[src/rtl/pipe_stage_reg.sv]
// pipe_stage_reg: valid/ready pipeline stage register; control payload is cleared on flush.
// Optional skid buffer: define PIPE_STAGE_REG_SKID_EN.
//   Default build: one entry. ready_o = ~valid_o | ready_i (combinational).
//   Skid build:    two entries (head + skid). ready_o is registered and does not depend on ready_i.
// Ports:
//   clk, rst_n (asynchronous, active-low), flush_i
//   upstream   : valid_i, ready_o, data_i[DATA_WIDTH], ctrl_i[CTRL_WIDTH]
//   downstream : valid_o, ready_i, data_o[DATA_WIDTH], ctrl_o[CTRL_WIDTH]
//   occupancy_o[2] : number of held entries
module pipe_stage_reg #(
  parameter int DATA_WIDTH = 32,
  parameter int CTRL_WIDTH = 6
) (
  input  logic                  clk,
  input  logic                  rst_n,
  input  logic                  flush_i,
  input  logic                  valid_i,
  output logic                  ready_o,
  input  logic [DATA_WIDTH-1:0] data_i,
  input  logic [CTRL_WIDTH-1:0] ctrl_i,
  output logic                  valid_o,
  input  logic                  ready_i,
  output logic [DATA_WIDTH-1:0] data_o,
  output logic [CTRL_WIDTH-1:0] ctrl_o,
  output logic [1:0]            occupancy_o
);
  logic                  valid_q;
  logic [DATA_WIDTH-1:0] data_q;
  logic [CTRL_WIDTH-1:0] ctrl_q;
  logic                  in_xfer;
  logic                  out_xfer;
  assign valid_o  = valid_q;
  assign data_o   = data_q;
  assign ctrl_o   = ctrl_q;
  assign in_xfer  = valid_i & ready_o;
  assign out_xfer = valid_q & ready_i;
`ifdef PIPE_STAGE_REG_SKID_EN
  // The state encoding equals the number of held entries.
  typedef enum logic [1:0] {EMPTY = 2'd0, FULL = 2'd1, SKID = 2'd2} state_e;
  state_e                state_q;
  logic                  ready_q;
  logic [DATA_WIDTH-1:0] skid_data_q;
  logic [CTRL_WIDTH-1:0] skid_ctrl_q;
  assign ready_o     = ready_q;
  assign occupancy_o = state_q;
  always_ff @(posedge clk or negedge rst_n) begin
    if (!rst_n) begin
      state_q     <= EMPTY;
      valid_q     <= 1'b0;
      ready_q     <= 1'b1;
      data_q      <= '0;
      ctrl_q      <= '0;
      skid_data_q <= '0;
      skid_ctrl_q <= '0;
    end else if (flush_i) begin
      state_q     <= EMPTY;
      valid_q     <= 1'b0;
      ready_q     <= 1'b1;
      ctrl_q      <= '0;
      skid_ctrl_q <= '0;
    end else begin
      case (state_q)
        EMPTY: if (in_xfer) begin
          state_q <= FULL;
          valid_q <= 1'b1;
          data_q  <= data_i;
          ctrl_q  <= ctrl_i;
        end
        FULL: if (in_xfer && out_xfer) begin
          data_q <= data_i;
          ctrl_q <= ctrl_i;
        end else if (in_xfer) begin
          // Downstream stalled: park the new entry and stop accepting.
          state_q     <= SKID;
          ready_q     <= 1'b0;
          skid_data_q <= data_i;
          skid_ctrl_q <= ctrl_i;
        end else if (out_xfer) begin
          state_q <= EMPTY;
          valid_q <= 1'b0;
        end
        SKID: if (out_xfer) begin
          state_q <= FULL;
          ready_q <= 1'b1;
          data_q  <= skid_data_q;
          ctrl_q  <= skid_ctrl_q;
        end
        default: begin
          state_q <= EMPTY;
          valid_q <= 1'b0;
          ready_q <= 1'b1;
        end
      endcase
    end
  end
`else
  // A retiring head frees the slot in the same cycle, so back-to-back throughput is kept.
  assign ready_o     = ~valid_q | ready_i;
  assign occupancy_o = {1'b0, valid_q};
  always_ff @(posedge clk or negedge rst_n) begin
    if (!rst_n) begin
      valid_q <= 1'b0;
      data_q  <= '0;
      ctrl_q  <= '0;
    end else if (flush_i) begin
      valid_q <= 1'b0;
      ctrl_q  <= '0;
    end else if (in_xfer) begin
      valid_q <= 1'b1;
      data_q  <= data_i;
      ctrl_q  <= ctrl_i;
    end else if (out_xfer) begin
      valid_q <= 1'b0;
    end
  end
`endif
endmodule

[config.mk]
export PLATFORM = sky130hd
export DESIGN_NAME = pipe_stage_reg
export DESIGN_NICKNAME = d
export VERILOG_FILES = /design/src/rtl/pipe_stage_reg.sv
export SDC_FILE = /design/constraint.sdc
export NUM_CORES = 1
export LEC_CHECK = 0
export CAP_MARGIN = 20
export CORE_MARGIN = 3
export CORE_UTILIZATION = 41
export DETAILED_ROUTE_END_ITERATION = 10
export GPL_TIMING_DRIVEN = 0
export PLACE_DENSITY = 0.86
export SYNTH_ARGS = -nofsm -noshare
export SYNTH_HDL_FRONTEND = slang
export SYNTH_SLANG_ARGS = --single-unit
[constraint.sdc]
create_clock -name clk -period 3.8 [get_ports clk]
set_input_delay 1.14 -clock clk [delete_from_list [all_inputs] [get_ports clk]]
set_output_delay 1.14 -clock clk [all_outputs]
set_load 0.02 [all_outputs]
==> flow_summary.toml, run 1 <==
[clocking]
cts-htree-levels = 2
hold_buffers = 0
ctsLongestPathBuffers = 2
cts_tree = "built"
clkLatencyLatePin_ns = 0.28
cts_root_buf = "clkbuf_8"
clock-sinks = 39
cts_made_buffers = 5
clk_pin_slew_ns = 0.07

[floorplan]
dieArea_um2 = 4481
start_util_pct = 43.90
die_h_um = 66.94
num_rows = 21
io_pins = 85
die_x_um = 66.94
fp.coreArea_um2 = 3468

[worst_setup_path]
path_max_fanout = 8
arrival_ns = 2.60
worst_setup_path_end_kind = "output pin"
critical-path-top-delay-family = "buffers and inverters"
cpMostUsedCell = "clkdlybuf4s50_1"
crit_type = "in -> out"
crit_path_top_delay_cell = "clkdlybuf4s50_1"
worstPathRequired_ns = 2.66
regToRegSetupSlack_ns = 2.23
startpoint_type = "input port"
crit_buf_inv = 3
crit_path_max_incr_delay_ns = 0.62
crit_chain = "clkdlybuf4s50_1, and2b_2, clkinv_2, clkdlybuf4s50_1"

[route]
wirelength_um = 3521
vias = 1120
antenna_left = 0
route.detailed.wl_per_inst_um = 14.86
drcViolationCount = 0
first_pass_iters = 4
vias_per_cell = 4.726
drtIter0Drc = 18

[global_routing]
grt_max_degree = 40
track_usage_pct = 16.31
grt_overflow_total = 0
antenna_found_initial = 0
grt_pass1_wl_um = 5326
grt_pass1_vias = 1172

[layout]
final_common_cell = "clkdlybuf4s50_1"
antennaDiodeCount = 0
final_util_pct = 71.61
nNetsFinal = 233
mostFrequentLayoutCells = "clkdlybuf4s50_1 (81), dfrtp_1 (39), mux2_2 (26)"
final_area_um2 = 2484
drive_gt1_share_pct = 23.04
area_growth_pct = 63.11

[placed_design]
hpwlAfterDp_um = 2768
gp_congestion = 0.7539
port_buffers = 82
dp_slack_ns = -0.09589
post_dp_cell_area_um2 = 2396

[timing]
setup_viol = 0
rsz0062_at_grt = "no"
fmax_ghz = 0.2677
finClkSkew_ns = 0.007427
finalSetupTns_ns = 0
final_hold_viol_count = 0
min_period_ns = 3.735
drv_slew = 0
worstMarginPinSlew_ns = 0.8279
fin_ws_ns = 0.06499
maxSlewHeadroom_pct = 44.81
fin_crit_sh_pct = 98.29

[run_status]
status = "completed"

[logic_synthesis]
syn_area_per_cell_um2 = 15.08
ys_types = 13
ys_seq_elements = 39
synth_seq_area_share_pct = 64.09
ys_warn_count = 0
syn_inst = 101
synthesis.area_um2 = 1523
syn-num-nets = 144

[power_and_ir_drop]
p_leak_nw = 1.026
ir_drop_mv = 0.2810
p_per_area_nw_per_um2 = 451.5
p_total_mw = 1.121

[job]
maxCapViolations = 0

[hold_path]
worstHoldPathType = "reg -> reg"
-- synth_stat cells (all sizes together) --
cell type,number,share of area (%)
a21oi,7,2.3
and2b,1,0.49
buf,6,3.7
clkinv,1,0.25
conb,1,0.25
dfrtp,39,64
inv,1,0.25
mux2,32,24
nand3,6,2.0
nor3,1,1.1
o21ai,6,2.0
-- per-stage QoR --
stage,cells,hold slack (ns)
2_1_floorplan,101,0.6095
3_3_place_gp,229,0.4665
3_5_place_dp,229,0.4740
4_1_cts,237,0.4910
5_1_grt,237,0.4950
6_report,237,0.4886
-- flip-flops by register name, summed over array words and instances (netlist names) --
signal / count
ctrl_o: 6
data_o: 32
valid_o: 1
-- final timing paths --
check	startpoint	endpoint	cells past startpoint
worst max-delay path	ready_i	ready_o	4
worst min-delay path	data_o[18]	data_o[18]	1
worst max register to register	valid_o	data_o[7]	4
worst min register to register	data_o[18]	data_o[18]	1
max in group asynchronous	rst_n	data_o[23]	1
min in group asynchronous	rst_n	data_o[18]	1
-- layout make-up --
cell class / instances / area (µm²)
Multi-Input combinational cell: 54 / 484.2
Clock inverter: 2 / 12.51
Inverter: 2 / 8.758
Buffer: 6 / 56.30
Timing Repair Buffer: 82 / 815.8
Tap cell: 46 / 57.56
Sequential cell: 39 / 975.9
Clock buffer: 6 / 72.57
Fill cell: 256 / 984.7
-- routing by layer --
layer | share of wire [%] | global-route usage, % | vias up
li1 | - | - | 532
met1 | 37 | 17.58 | 536
met2 | 54 | 28.47 | 46
met3 | 7.3 | 5.396 | 6
met4 | 1.8 | 7.848 | 0
met5 | 0 | 0 | -
-- cells by family (layout without fill, tap and decap cells) --
group / count (synthesis) / in the layout / synth area share (%)
muxes: 32 / 32 / 23.66
AOI/OAI and AO/OA: 13 / 13 / 4.273
and+or+nand+nor: 8 / 8 / 3.534
DFF: 39 / 39 / 64.09
buffers and inverters: 8 / 98 / 4.190
other: 1 / 1 / 0.2463
-- report_power, final --
| group | internal (mW) | switching (mW) | total, mW |
|---|---|---|---|
| clock network | 0.128 | 0.136 | 0.264 |
| logic | 0.196 | 0.154 | 0.349 |
| registers | 0.477 | 0.0305 | 0.508 |
| total | 0.801 | 0.320 | 1.12 |
-- timing repair --
item / CTS / global route
gates resized for setup: 2 / 0
setup buffers: 0 / 0
hold endpoints to repair: 0 / 0
endpoints found under the setup margin: 1 / 0
Note: power is estimated with default switching activity, not from simulation.
==> inputs of run 2 (changes only) <==
--- a/config.mk
+++ b/config.mk
@@ -6,7 +6,7 @@
 export NUM_CORES = 1
 export LEC_CHECK = 0
 export CAP_MARGIN = 20
-export CORE_MARGIN = 3
+export CORE_MARGIN = 4
 export CORE_UTILIZATION = 41
 export DETAILED_ROUTE_END_ITERATION = 10
 export GPL_TIMING_DRIVEN = 0
==> run 2 against run 1 <==
Net effect: utilization fell by 0.11 points; die area increased by 6.1%; highest routed layer unchanged; sequential share of layout area rose by 0.059 points; combinational power about the same; power down 0.48%; maximum frequency shrank 0.18%.
==> flow_summary.toml, run 2 (same netlist as run 1, synthesis figures left out) <==
[run_status]
status = "completed"

[placed_design]
hpwlAfterDp_um = 2791
dp_slack_ns = -0.08165
gp_congestion = 0.7437
port_buffers = 82

[global_routing]
antenna_found_initial = 0
grt_pass1_wl_um = 5333
grt_overflow_total = 0
grt_max_degree = 40
track_usage_pct = 15.48
grt_pass1_vias = 1186

[clocking]
cts_tree = "built"
ctsLongestPathBuffers = 2
clock-sinks = 39
cts_made_buffers = 5
clk_pin_slew_ns = 0.07
hold_buffers = 0
cts_root_buf = "clkbuf_8"
clkLatencyLatePin_ns = 0.28
cts-htree-levels = 2

[worst_setup_path]
crit_type = "in -> out"
crit_start = "ready_i"
cpMostUsedCell = "clkdlybuf4s50_1"
reg2reg_from = "valid_o"
crit_path_max_incr_delay_ns = 0.61
path_max_fanout = 8
worstPathRequired_ns = 2.66
crit_path_top_delay_cell = "clkdlybuf4s50_1"
startpoint_type = "input port"
critical-path-top-delay-family = "buffers and inverters"
crit_buf_inv = 3
crit_chain = "clkdlybuf4s50_1, and2b_2, clkinv_2, clkdlybuf4s50_1"
worst_setup_path_end_kind = "output pin"
arrival_ns = 2.60

[route]
vias_per_cell = 4.793
antenna_left = 0
wirelength_um = 3632
vias = 1136
first_pass_iters = 4
drcViolationCount = 0
drtIter0Drc = 45
route.detailed.wl_per_inst_um = 15.32

[timing]
fin_ws_ns = 0.05840
fin_crit_sh_pct = 98.46
drv_slew = 0
setup_viol = 0
whs_ns = 0.4870
fmax_ghz = 0.2673
maxSlewHeadroom_pct = 43.21
worstMarginPinSlew_ns = 0.8518
rsz0062_at_grt = "no"
min_period_ns = 3.742
finClkSkew_ns = 0.005417
final_hold_viol_count = 0

[power_and_ir_drop]
ir_drop_mv = 0.2405
p_leak_nw = 1.027
p_per_area_nw_per_um2 = 450.0

[floorplan]
num_rows = 21
fp.coreArea_um2 = 3468
io_pins = 85
dieArea_um2 = 4753
die_x_um = 68.94
die_h_um = 68.94
start_util_pct = 43.90

[job]
maxCapViolations = 0

[layout]
multi_input_area_um2 = 484.2
area_growth_pct = 62.86
mostFrequentLayoutCells = "clkdlybuf4s50_1 (81), dfrtp_1 (39), mux2_2 (26)"
fillCellCount = 274
drive_gt1_share_pct = 22.51
seq_area_um2 = 975.9
nNetsFinal = 233
largest_reg_flops = 32
final_common_cell = "clkdlybuf4s50_1"
antennaDiodeCount = 0

[hold_path]
worstHoldPathType = "reg -> reg"
hold_start = "data_o[27]"
[run 2: timing repair]
item,in CTS,in global routing
buffers inserted,0,0
endpoints found under the setup margin,1,0
endpoints found under the hold margin,0,0
gates resized for setup,2,0
[run 2: worst paths after layout]
check,endpoint,slack [ns],depth (start not counted)
max,ready_o,0.06,4
min,data_o[27],0.49,1
max reg2reg,data_o[8],2.21,4
min reg2reg,data_o[27],0.49,1
max in group asynchronous,data_o[26],2.30,1
min in group asynchronous,data_o[3],0.97,1
[run 2: through the flow]
step	instances	util [%]	total power, mW	TNS [ns]	instance area, µm²
finish	237	71.50	1.116	0	2480
global route	237	71.50	1.174	0	2480
CTS	237	71.50	1.131	0	2480
detailed placement	229	69.08	0.8694	-0.08165	2396
global placement	229	69.23	0.8591	-0.07863	2401
floorplan	101	-	0.6700	0	1523
[run 2: worst reg2reg max path: stages (launching register included)]
cell,delay (ns)
dfrtp_1,0.39
and2b_2,0.27
nor3_4,0.27
buf_6,0.21
mux2_2,0.35
[run 2: routing by layer]
layer / track usage, % / share of wire [%] / up-vias
li1: - / - / 533
met1: 18.46 / 41 / 538
met2: 25.60 / 47 / 63
met3: 5.997 / 12 / 2
met4: 5.109 / 1.0 / 0
met5: 0 / 0 / -
[run 2: cell type report]
cell class              count  area share [%]
clock buffers               7           3.078
well taps                  46           2.321
clock inverters             1          0.2018
plain buffers               6           2.270
multi-input cells          54           19.53
inverters                   2          0.3532
flip-flops and latches     39           39.35
repair buffers             82           32.90
[run 2: where the power goes]
part           internal [mW]  switching, mW  total [mW]  leakage [nW]
combinational          0.196          0.154       0.349         0.516
clock                  0.129          0.130       0.259        0.0422
sequential             0.477         0.0300       0.507         0.469
==> inputs of run 3 (changes only) <==
--- a/config.mk
+++ b/config.mk
@@ -6,11 +6,13 @@
 export NUM_CORES = 1
 export LEC_CHECK = 0
 export CAP_MARGIN = 20
+export CELL_PAD_IN_SITES_DETAIL_PLACEMENT = 1
+export CELL_PAD_IN_SITES_GLOBAL_PLACEMENT = 1
 export CORE_MARGIN = 4
-export CORE_UTILIZATION = 41
+export CORE_UTILIZATION = 29
 export DETAILED_ROUTE_END_ITERATION = 10
 export GPL_TIMING_DRIVEN = 0
-export PLACE_DENSITY = 0.86
+export PLACE_DENSITY = 0.8
 export SYNTH_ARGS = -nofsm -noshare
 export SYNTH_HDL_FRONTEND = slang
 export SYNTH_SLANG_ARGS = --single-unit
==> constraint.sdc (replaced) <==
create_clock -name clk -period 3.95 [get_ports clk]
set_input_delay 1.185 -clock clk [delete_from_list [all_inputs] [get_ports clk]]
set_output_delay 1.185 -clock clk [all_outputs]
set_load 0.02 [all_outputs]
==> run 3 against run 2 <==
Net effect: power shrank 3.0%; sequential share of layout area shrank 0.47 points; critical path depth stayed put; largest cell class unchanged; sequential power shrank 3%; routed wire length grew 16%; final cell count grew 10%; flip-flop and latch count stayed put; register-to-register slack better by 0.11 ns; global-route usage is 2.1 points lower; final area up 1.2%; highest routed layer unchanged; clock power decreased by 2%; setup slack improved by 0.051 ns.
==> flow_summary.toml, run 3 (same netlist as run 1, synthesis figures left out) <==
[timing]
min_period_ns = 3.841
setup_viol = 0
maxSlewHeadroom_pct = 42.25
fin_ws_ns = 0.1094
fin_crit_sh_pct = 97.23
rsz0062_at_grt = "no"
final_hold_viol_count = 0
drv_slew = 0
worstMarginPinSlew_ns = 0.8662
finClkSkew_ns = 0.003194
fmax_ghz = 0.2604

[route]
vias_per_cell = 4.395
wirelength_um = 4201
first_pass_iters = 2
vias = 1147
antenna_left = 0
drtIter0Drc = 34
route.detailed.wl_per_inst_um = 16.10
drcViolationCount = 0

[worst_setup_path]
cp.depth = 4
reg2regPathDepth = 4
startpoint_type = "input port"
worst_setup_path_end_kind = "output pin"
reg2reg_from = "valid_o"
critical-path-top-delay-family = "buffers and inverters"
worstPathRequired_ns = 2.76
arrival_ns = 2.66
crit_type = "in -> out"
crit_buf_inv = 3
r2r-end = "data_o[20]"
crit_chain = "clkdlybuf4s50_1, and2b_2, clkinv_2, clkdlybuf4s50_1"
crit_path_max_incr_delay_ns = 0.62
path_max_fanout = 8
cpMostUsedCell = "clkdlybuf4s50_1"
crit_path_top_delay_cell = "clkdlybuf4s50_1"
regToRegSetupSlack_ns = 2.32

[power_and_ir_drop]
power_switching_share_pct = 28.75
power.internal_mw = 0.7714
combPwrFrac_pct = 31.3
p_per_area_nw_per_um2 = 431.4
p_leak_nw = 1.027
seq_power_share_pct = 45.3
power.switching_mw = 0.3112
clkPwrFrac_pct = 23.4
ir_drop_mv = 0.2021

[layout]
area_growth_pct = 64.83
largest_reg_flops = 32
nNetsFinal = 233
fillCellCount = 539
mostFrequentLayoutCells = "clkdlybuf4s50_1 (81), dfrtp_1 (39), mux2_2 (26)"
drive_gt1_share_pct = 22.51
final_util_pct = 49.14
final_common_cell = "clkdlybuf4s50_1"
antennaDiodeCount = 0

[placed_design]
port_buffers = 82
gp_congestion = 0.6426
dp_slack_ns = -0.06730
hpwlAfterDp_um = 3326

[global_routing]
grt_overflow_total = 0
grt_max_degree = 40
antenna_found_initial = 0
grt_pass1_wl_um = 6548
grt_pass1_vias = 1304
track_usage_pct = 13.42

[clocking]
clock-sinks = 39
hold_buffers = 0
cts_setup_buffers = 0
cts_made_buffers = 5
post_cts_resized = 1
cts_tree = "built"
clkLatencyLatePin_ns = 0.28
cts_root_buf = "clkbuf_8"
cts-htree-levels = 2
ctsLongestPathBuffers = 2
clk_pin_slew_ns = 0.07

[floorplan]
start_util_pct = 29.81
dieArea_um2 = 6474
num_rows = 26
io_pins = 85
die_x_um = 80.46
die_h_um = 80.46
fp.coreArea_um2 = 5107

[hold_path]
worstHoldPathType = "reg -> reg"
hold_path_depth = 1
hold_start = "data_o[18]"
hold_path_end = "data_o[18]"

[run_status]
status = "completed"

[job]
maxCapViolations = 0
[run 3: cell counts in the layout (fill, tap and decap cells not counted)]
No cell type changed its count.
[run 3: worst max path at each step]
stage,slack [ns],startpoint,endpoint
finish,0.11,ready_i,ready_o
global route,0.05,ready_i,ready_o
CTS,0.02,ready_i,ready_o
detailed placement,-0.07,ready_i,ready_o
global placement,-0.05,ready_i,ready_o
floorplan,0.98,ready_i,ready_o
[run 3: metrics by stage]
stage	hold WS [ns]	cell area, µm²	std cells	TNS, ns	total power [mW]
5_1_grt	0.5179	2510	261	0	1.144
6_report	0.5009	2510	261	0	1.083
2_1_floorplan	0.6095	1523	101	0	0.6446
4_1_cts	0.5065	2509	261	0	1.107
3_3_place_gp	0.4687	2431	253	-0.04820	0.8266
3_5_place_dp	0.4928	2426	253	-0.06730	0.8452
[run 3: cell type report]
class                   instances  area [µm²]  share of cell area, %
clock inverters                 1       5.005                 0.1994
well taps                      70       87.58                  3.490
flip-flops and latches         39       975.9                  38.88
plain buffers                   6       56.30                  2.243
inverters                       2       8.758                 0.3490
clock buffers                   7       76.32                  3.041
multi-input cells              54       484.2                  19.29
repair buffers                 82       815.8                  32.50
[run 3: power groups by stage]
stage	combinational [mW]	clock [mW]	sequential, mW
6_report	0.339	0.253	0.490
5_1_grt	0.360	0.286	0.498
4_1_cts	0.346	0.269	0.492
3_5_place_dp	0.345	0	0.500
3_3_place_gp	0.334	0	0.492
2_1_floorplan	0.0738	0	0.571
[run 3: routing by layer]
layer / wire [µm] / up-vias / GRT usage (%)
met5: 0 / - / 0
met4: 45 / 0 / 3.041
met3: 397 / 6 / 5.605
met2: 2133 / 61 / 23.92
met1: 1624 / 550 / 14.76
li1: - / 530 / -
